$ cat src/rtl/mc_pkg.sv
// Shared definitions for the multicycle RV32I-subset controller: state encoding,
// opcodes, ALU operation codes and datapath mux selects.
package mc_pkg;

    typedef enum logic [3:0] {
        S_FETCH    = 4'd0,
        S_DECODE   = 4'd1,
        S_MEMADR   = 4'd2,
        S_MEMREAD  = 4'd3,
        S_MEMWB    = 4'd4,
        S_MEMWRITE = 4'd5,
        S_EXECUTER = 4'd6,
        S_EXECUTEI = 4'd7,
        S_ALUWB    = 4'd8,
        S_JAL      = 4'd9,
        S_BEQ      = 4'd10,
        S_TRAP     = 4'd11
    } state_t;

    localparam logic [6:0] OP_LW  = 7'b0000011;
    localparam logic [6:0] OP_SW  = 7'b0100011;
    localparam logic [6:0] OP_R   = 7'b0110011;
    localparam logic [6:0] OP_I   = 7'b0010011;
    localparam logic [6:0] OP_BEQ = 7'b1100011;
    localparam logic [6:0] OP_JAL = 7'b1101111;

    localparam logic [1:0] ALUOP_ADD   = 2'b00;
    localparam logic [1:0] ALUOP_SUB   = 2'b01;
    localparam logic [1:0] ALUOP_FUNCT = 2'b10;

    localparam logic [2:0] ALUC_ADD = 3'b000;
    localparam logic [2:0] ALUC_SUB = 3'b001;
    localparam logic [2:0] ALUC_AND = 3'b010;
    localparam logic [2:0] ALUC_OR  = 3'b011;
    localparam logic [2:0] ALUC_SLT = 3'b101;

    localparam logic [1:0] RES_ALUOUT    = 2'b00;
    localparam logic [1:0] RES_DATA      = 2'b01;
    localparam logic [1:0] RES_ALURESULT = 2'b10;

    localparam logic [1:0] SRCA_PC    = 2'b00;
    localparam logic [1:0] SRCA_OLDPC = 2'b01;
    localparam logic [1:0] SRCA_RS1   = 2'b10;

    localparam logic [1:0] SRCB_RS2  = 2'b00;
    localparam logic [1:0] SRCB_IMM  = 2'b01;
    localparam logic [1:0] SRCB_FOUR = 2'b10;

    localparam logic [1:0] IMM_I = 2'b00;
    localparam logic [1:0] IMM_S = 2'b01;
    localparam logic [1:0] IMM_B = 2'b10;
    localparam logic [1:0] IMM_J = 2'b11;

endpackage

$ cat src/rtl/multicycle_controller_alu_decoder.sv
// alu_decoder: maps the FSM's ALUOp plus instruction fields onto an ALU operation.
module alu_decoder
    import mc_pkg::*;
(
    input  logic       opb5,
    input  logic [2:0] funct3,
    input  logic       funct7b5,
    input  logic [1:0] aluop,
    output logic [2:0] alucontrol
);

    always_comb begin
        alucontrol = ALUC_ADD;
        case (aluop)
            ALUOP_ADD: alucontrol = ALUC_ADD;
            ALUOP_SUB: alucontrol = ALUC_SUB;
            ALUOP_FUNCT: begin
                case (funct3)
                    3'b000:  alucontrol = (opb5 && funct7b5) ? ALUC_SUB : ALUC_ADD;
                    3'b010:  alucontrol = ALUC_SLT;
                    3'b110:  alucontrol = ALUC_OR;
                    3'b111:  alucontrol = ALUC_AND;
                    default: alucontrol = ALUC_ADD;
                endcase
            end
            default: alucontrol = ALUC_ADD;
        endcase
    end

endmodule

$ cat src/rtl/multicycle_controller.sv
// Moore sequencing FSM for the multicycle RV32I-subset datapath with a memory-ready stall.
// Optional illegal-opcode trap state enabled by defining MC_ILLEGAL_TRAP_EN.
//
// state      | meaning
// FETCH      | read instruction at PC, PC+4; waits for MemReady
// DECODE     | register read, branch target into ALUOut
// MEMADR     | rs1 + imm address computation
// MEMREAD    | load data read; waits for MemReady
// MEMWB      | load data to register file (retires)
// MEMWRITE   | store write; waits for MemReady (retires)
// EXECUTER   | register-register ALU op
// EXECUTEI   | register-immediate ALU op
// ALUWB      | ALUOut to register file (retires)
// JAL        | PC <- target, OldPC+4 into ALUOut
// BEQ        | compare, PC <- target when equal (retires)
// TRAP       | unknown opcode, parked until reset
module multicycle_controller
    import mc_pkg::*;
#(
    parameter int CNT_W = 32
) (
    input  logic             clk,
    input  logic             reset_n,
    input  logic [6:0]       op,
    input  logic [2:0]       funct3,
    input  logic             funct7b5,
    input  logic             Zero,
    input  logic             MemReady,
    output logic             MemReq,
    output logic             AdrSrc,
    output logic             IRWrite,
    output logic             PCWrite,
    output logic             MemWrite,
    output logic             RegWrite,
    output logic [1:0]       ResultSrc,
    output logic [1:0]       ALUSrcA,
    output logic [1:0]       ALUSrcB,
    output logic [1:0]       ImmSrc,
    output logic [2:0]       ALUControl,
    output logic [CNT_W-1:0] InstrRet,
    output logic             Illegal
);

    state_t     state, state_nxt;
    logic [1:0] aluop;
    logic       mem_req_c, ir_write_c, pc_write_c, mem_write_c, reg_write_c;
    logic       retire;

    always_ff @(posedge clk or negedge reset_n) begin
        if (!reset_n) state <= S_FETCH;
        else          state <= state_nxt;
    end

    always_comb begin
        state_nxt   = state;
        mem_req_c   = 1'b0;
        AdrSrc      = 1'b0;
        ir_write_c  = 1'b0;
        pc_write_c  = 1'b0;
        mem_write_c = 1'b0;
        reg_write_c = 1'b0;
        ResultSrc   = RES_ALUOUT;
        ALUSrcA     = SRCA_PC;
        ALUSrcB     = SRCB_RS2;
        aluop       = ALUOP_ADD;
        retire      = 1'b0;
        case (state)
            S_FETCH: begin
                mem_req_c  = 1'b1;
                ALUSrcB    = SRCB_FOUR;
                ResultSrc  = RES_ALURESULT;
                ir_write_c = MemReady;
                pc_write_c = MemReady;
                if (MemReady) state_nxt = S_DECODE;
            end
            S_DECODE: begin
                ALUSrcA = SRCA_OLDPC;
                ALUSrcB = SRCB_IMM;
                case (op)
                    OP_LW, OP_SW: state_nxt = S_MEMADR;
                    OP_R:         state_nxt = S_EXECUTER;
                    OP_I:         state_nxt = S_EXECUTEI;
                    OP_JAL:       state_nxt = S_JAL;
                    OP_BEQ:       state_nxt = S_BEQ;
`ifdef MC_ILLEGAL_TRAP_EN
                    default:      state_nxt = S_TRAP;
`else
                    default:      state_nxt = S_FETCH;
`endif
                endcase
            end
            S_MEMADR: begin
                ALUSrcA   = SRCA_RS1;
                ALUSrcB   = SRCB_IMM;
                state_nxt = (op == OP_SW) ? S_MEMWRITE : S_MEMREAD;
            end
            S_MEMREAD: begin
                mem_req_c = 1'b1;
                AdrSrc    = 1'b1;
                if (MemReady) state_nxt = S_MEMWB;
            end
            S_MEMWB: begin
                ResultSrc   = RES_DATA;
                reg_write_c = 1'b1;
                retire      = 1'b1;
                state_nxt   = S_FETCH;
            end
            S_MEMWRITE: begin
                mem_req_c   = 1'b1;
                AdrSrc      = 1'b1;
                mem_write_c = 1'b1;
                if (MemReady) begin
                    retire    = 1'b1;
                    state_nxt = S_FETCH;
                end
            end
            S_EXECUTER: begin
                ALUSrcA   = SRCA_RS1;
                ALUSrcB   = SRCB_RS2;
                aluop     = ALUOP_FUNCT;
                state_nxt = S_ALUWB;
            end
            S_EXECUTEI: begin
                ALUSrcA   = SRCA_RS1;
                ALUSrcB   = SRCB_IMM;
                aluop     = ALUOP_FUNCT;
                state_nxt = S_ALUWB;
            end
            S_ALUWB: begin
                reg_write_c = 1'b1;
                retire      = 1'b1;
                state_nxt   = S_FETCH;
            end
            S_JAL: begin
                ALUSrcA    = SRCA_OLDPC;
                ALUSrcB    = SRCB_FOUR;
                pc_write_c = 1'b1;
                state_nxt  = S_ALUWB;
            end
            S_BEQ: begin
                ALUSrcA    = SRCA_RS1;
                ALUSrcB    = SRCB_RS2;
                aluop      = ALUOP_SUB;
                pc_write_c = Zero;
                retire     = 1'b1;
                state_nxt  = S_FETCH;
            end
            S_TRAP:  state_nxt = S_TRAP;
            default: state_nxt = S_FETCH;
        endcase
    end

    // Enables are gated by reset_n so they drop in the same cycle reset is asserted.
    assign MemReq   = mem_req_c   & reset_n;
    assign IRWrite  = ir_write_c  & reset_n;
    assign PCWrite  = pc_write_c  & reset_n;
    assign MemWrite = mem_write_c & reset_n;
    assign RegWrite = reg_write_c & reset_n;

    always_ff @(posedge clk or negedge reset_n) begin
        if (!reset_n)    InstrRet <= '0;
        else if (retire) InstrRet <= InstrRet + {{(CNT_W-1){1'b0}}, 1'b1};
    end

    always_comb begin
        ImmSrc = IMM_I;
        case (op)
            OP_SW:   ImmSrc = IMM_S;
            OP_BEQ:  ImmSrc = IMM_B;
            OP_JAL:  ImmSrc = IMM_J;
            default: ImmSrc = IMM_I;
        endcase
    end

`ifdef MC_ILLEGAL_TRAP_EN
    assign Illegal = (state == S_TRAP);
`else
    assign Illegal = 1'b0;
`endif

    alu_decoder u_alu_decoder (
        .opb5       (op[5]),
        .funct3     (funct3),
        .funct7b5   (funct7b5),
        .aluop      (aluop),
        .alucontrol (ALUControl)
    );

endmodule

$ cat config.mk
export PLATFORM = sky130hd
export DESIGN_NAME = multicycle_controller
export DESIGN_NICKNAME = d
export VERILOG_FILES = /design/src/rtl/mc_pkg.sv /design/src/rtl/multicycle_controller_alu_decoder.sv /design/src/rtl/multicycle_controller.sv
export SDC_FILE = /design/constraint.sdc
export NUM_CORES = 1
export LEC_CHECK = 0
export BUFFER_PORTS_ARGS = -buffer_cell sky130_fd_sc_hd__buf_4
export CORE_ASPECT_RATIO = 1.5
export CORE_MARGIN = 2
export CORE_UTILIZATION = 26
export CTS_BUF_LIST = sky130_fd_sc_hd__clkbuf_16
export DETAILED_ROUTE_END_ITERATION = 6
export PLACE_DENSITY = 0.51
export SLEW_MARGIN = 30
export SYNTH_ARGS = -nofsm -noshare
export SYNTH_HDL_FRONTEND = slang
export SYNTH_SLANG_ARGS = --single-unit
$ cat constraint.sdc
create_clock -name clk -period 3.4 [get_ports clk]
set_input_delay 0.51 -clock clk [delete_from_list [all_inputs] [get_ports clk]]
set_output_delay 0.51 -clock clk [all_outputs]
set_load 0.01 [all_outputs]
# Word-level counts from Yosys, hierarchy flattened

Cells that the tools add are included.

Reduce and logical (&&, ||, !) cells: 15
Add/sub/neg operators: 1
Eq/ne operators: 25
Muxes and demuxes: 22
Bitwise gates (word level): 5

Operators with widths:

| operator                | count |
|---|---|
| $add A32 B1 Y32 const B | 1 |
| $pmux W4 S7             | 1 |
| $pmux W4 S5             | 1 |
| $eq A4 B3 Y1 const B    | 4 |
| $eq A4 B4 Y1 const B    | 4 |
| $pmux W2 S2             | 4 |
| $eq A7 B6 Y1 const B    | 2 |
| $eq A7 B7 Y1 const B    | 2 |
| $mux W4                 | 3 |
| $pmux W3 S4             | 1 |
| $reduce_or A2 Y1        | 6 |
| $reduce_or A3 Y1        | 4 |
| $eq A4 B2 Y1 const B    | 2 |
| $eq A7 B2 Y1 const B    | 1 |
| $eq A7 B5 Y1 const B    | 1 |
| $mux W1                 | 7 |
| $eq A3 B3 Y1 const B    | 2 |
| $ne A2 B2 Y1 const B    | 3 |
| $pmux W2 S3             | 1 |
| $pmux W3 S2             | 1 |
| $and A1 B1 Y1           | 5 |
| $eq A4 B1 Y1 const B    | 1 |
| $logic_not A4 Y1        | 1 |
| $reduce_or A4 Y1        | 1 |
| other kinds (9)         | 9 |

Output and inout port bits: 50
Bits of input ports: 15
Register bits after elaboration: 36

# Logic depth before layout (Yosys ltp)

Depth after elaboration: 5
Depth in mapped cells: 7

# Modules after synthesis

A second synthesis with hierarchy kept.

Cells, all modules: 216
Area total of the unflattened synthesis: 2088.3 µm²

By module, submodules not included:

| module                | cells an instance | instances | area each (µm²) | sequential area each (µm²) |
|---|---|---|---|---|
| multicycle_controller | 205               | 1         | 1991.9          | 900.9 |
| alu_decoder           | 11                | 1         | 96.3            | 0.0 |

# Worst setup path after synthesis

Ideal clock, no wire load.

Path type: reg-to-output
From: register state[1]
To: output ALUControl[1]
Buffers on the path: 1
Cell stages (with the launch flop): 7
Arrival: 1.621 ns
Required time: 2.890 ns
Setup slack: 1.269 ns
Cell sequence: dfrtp_1 clkbuf_1 nor2b_1 nand3_1 inv_1 ha_1 nor3b_1

Cells in the longest elaborated chain, start to end: 5
Elaborated cells between the ends (all ways): 8
Classes of those cells: 5 x eq/ne; 2 x mux; 1 x reduce/logical

Ends and longest elaborated chain:

| item                                                | line                                    | text |
|---|---|---|
| from (decl)                                         | multicycle_controller.sv:44             | `state_t state, state_nxt;` |
| from (signal assigned)                              | multicycle_controller.sv:51             | `else state <= state_nxt;` |
| $eq A4 B3 Y1                                        | multicycle_controller.sv:67             | `case (state)` |
| $reduce_or A2 Y1 (no line)                          | --                                      |  |
| $pmux W2 S2 *                                       | multicycle_controller.sv:67             |  |
| $eq A2 B2 Y1 / $eq A2 B1 Y1 (equally long branches) | multicycle_controller_alu_decoder.sv:14 | `case (aluop)` |
| $pmux W3 S2 *                                       | multicycle_controller_alu_decoder.sv:14 |  |
| to (decl)                                           | multicycle_controller.sv:39             | `output logic [2:0] ALUControl,` |

Mark *: on every way between the ends. The rest lies on a longest branch, timed or not.

# Final worst setup path

Same ends and word-level chain as after synthesis.

==> qor.yml <==
timing:
  max_slew_margin_pct: 53.64
  skew_ns: 0.004570
  max_slew.worst_pin.slew_ns: 0.6890
  min_period_ns: 2.749
  fin_crit_sh_pct: 80.84
  rsz0062_at_grt: "false"
  worst_hold_slack_ns: 0.2066
  hold_viol: 0
  drv_slew: 0
  fmax_mhz: 363.8
  layout_setup_ws_ns: 0.6514
  setup_viol: 0
  setup_tns_ns: 0
flow_run:
  max_cap_viol_count: 0
global_routing:
  grt_pass1_vias: 1888
  grt_pass1_wl_mm: 9.549
  grt_use_total_pct: 12.72
  grt_max_degree: 42
  antenna_found_initial: 0
  grt-ovfl-total: 0
clock_network:
  cts-root-buf: "clkbuf_16"
  cts_resized: 0
  cts_tree: "built"
  h-tree-depth: 2
  post-cts-setup-buffers: 0
  cts_hold_buf: 0
  cts_buffer_depth: 2
  clock_sinks: 36
  clock_latency_ns: 0.28
  cts_buffers: 5
  path_clk_slew_ns: 0.06
logic_synthesis:
  yosysTopAreaCellShare_pct: 38.30
  syn_avg_cell_area_sq_um: 9.967
  ys.flop_type: "dfrtp_1"
  synth_top_family_by_area: "simple AND/OR/NAND/NOR gates"
  synth_seq_cells: 36
  synth.distinct_cells: 49
  synth_top_area_cell: "dfrtp_1"
  syn_area_sq_um: 2352
  synth_fa_ha_area_share_pct: 1.596
  netlist_instances: 236
  ys_async_sr_fraction_pct: 100.0
  synth-simple-area-share_pct: 32.45
  synth_compound_area_share_pct: 8.883
  synth-xor-area-share_pct: 13.03
  synthMuxAreaShare_pct: 0.9043
  synth_seq_area_share_pct: 38.30
  synth-edff-count: 0
  ys_top_cells_by_area: "dfrtp_1 38%, xor2_1 8.9%, xnor2_1 4.1%"
  synth_warnings: 0
  synth_nets: 254
route:
  routedWlPerCell_microns: 14.02
  drc_errors: 0
  via_count: 1928
  drt_first_pass_iters: 4
  via_per_inst: 4.749
  routed_wl_mm: 5.693
  drt_iter0_markers: 81
  ant_nets: 0
placement:
  placed_area_sq_um: 2890
  place_hpwl_mm: 4.215
  numPortBuffers: 63
  pre_cts_slack_ns: 0.9558
  placed_cells: 398
  gp_congestion: 0.8082
setup_path:
  path_max_fanout: 21
  endpoint_kind: "output port"
  crit_arrival_ns: 2.24
  r2r_cells: 4
  worst-setup-path-type: "flop to output port"
  required_ns: 2.89
  cp-start-kind: "flop"
status:
  status: "finished clean"
pwr:
  power_mw: 1.500
  leakagePower_nw: 1.201
  max-vdd-ir-drop_mv: 0.1875
  power_density_nw_per_um2: 495.0
finish:
  final_common_cell: "buf_4"
  post-route-util_pct: 34.33
  diodes: 0
  final_cell_mix: "64 x buf_4, 36 x dfrtp_1, 24 x xor2_1"
  fin_cells: 406
  syn_to_final_growth_pct: 28.83
  nets: 313
  final_area_sq_um: 3030
  layout-drive-gt1-share_pct: 29.73
floorplanning:
  die-area_sq_um: 9840
  die_x_microns: 81.66
  initial_utilization_pct: 26.64
  rows: 42
  core-area_sq_um: 8828
  ios: 65
  die_h_microns: 120.5
min_path:
  hp-class: "input port to asynchronous set/reset pin"
==> final timing paths <==
| path | start | to | slack, ns |
|---|---|---|---|
| hold / removal | reset_n | InstrRet[7] | 0.21 |
| setup / recovery | state[1] | ALUControl[1] | 0.65 |
| min in group clk | InstrRet[31] | InstrRet[31] | 0.48 |
| max in group asynchronous | reset_n | InstrRet[27] | 2.83 |
| setup reg to reg | state[3] | InstrRet[27] | 1.38 |
| hold reg to reg | InstrRet[31] | InstrRet[31] | 0.48 |
==> routing by layer <==
| layer | track usage (%) | wire length [microns] | up-vias |
|---|---|---|---|
| li1 | - | - | 967 |
| met1 | 15.72 | 2300 | 910 |
| met2 | 21.26 | 3039 | 43 |
| met3 | 2.537 | 229 | 8 |
| met4 | 5.208 | 125 | 0 |
| met5 | 0 | 0 | - |
==> cell families after synthesis <==
| family | Yosys count |
|---|---|
| compound gates | 27 |
| buf+inv | 20 |
| mux | 2 |
| xor+xnor | 35 |
| simple gates | 112 |
| flops | 36 |
| fa+ha+maj | 3 |
| other cells | 1 |
==> worst max-delay path, cell delays in order (launching register included) <==
cell and delay, ns:
dfrtp_1 0.71, nor2b_1 0.36, nand3_1 0.15, inv_1 0.12, ha_1 0.24, nor3b_1 0.22
buf_4 0.16
==> synth_stat cells (7+ instances only) <==
cell      count
xnor2_1      11
and3_1        7
xor2_1       24
nand2_1      18
inv_1         8
nand3_1      11
nor4_1       10
nand2b_1      8
nor2_1       10
dfrtp_1      36
nor3_1        8
==> where the power goes <==
group          total, mW  internal (mW)  switching (mW)
Clock              0.444          0.266           0.178
Combinational      0.501          0.230           0.271
Sequential         0.554          0.464          0.0897
Total               1.50          0.961           0.539
==> sequential cells by signal, indices dropped and copies added (netlist names) <==
signal and cells:
state 4, InstrRet 32
==> final cells by class <==
class,count,area [sq um]
fillers,921,5798
multi-input cells,180,1341
flip-flops and latches,36,900.9
repair buffers,64,480.5
well taps,110,137.6
clock buffers,5,125.1
inverters,8,30.03
clock inverters,3,15.01
Power figures use the tool's default switching activity.
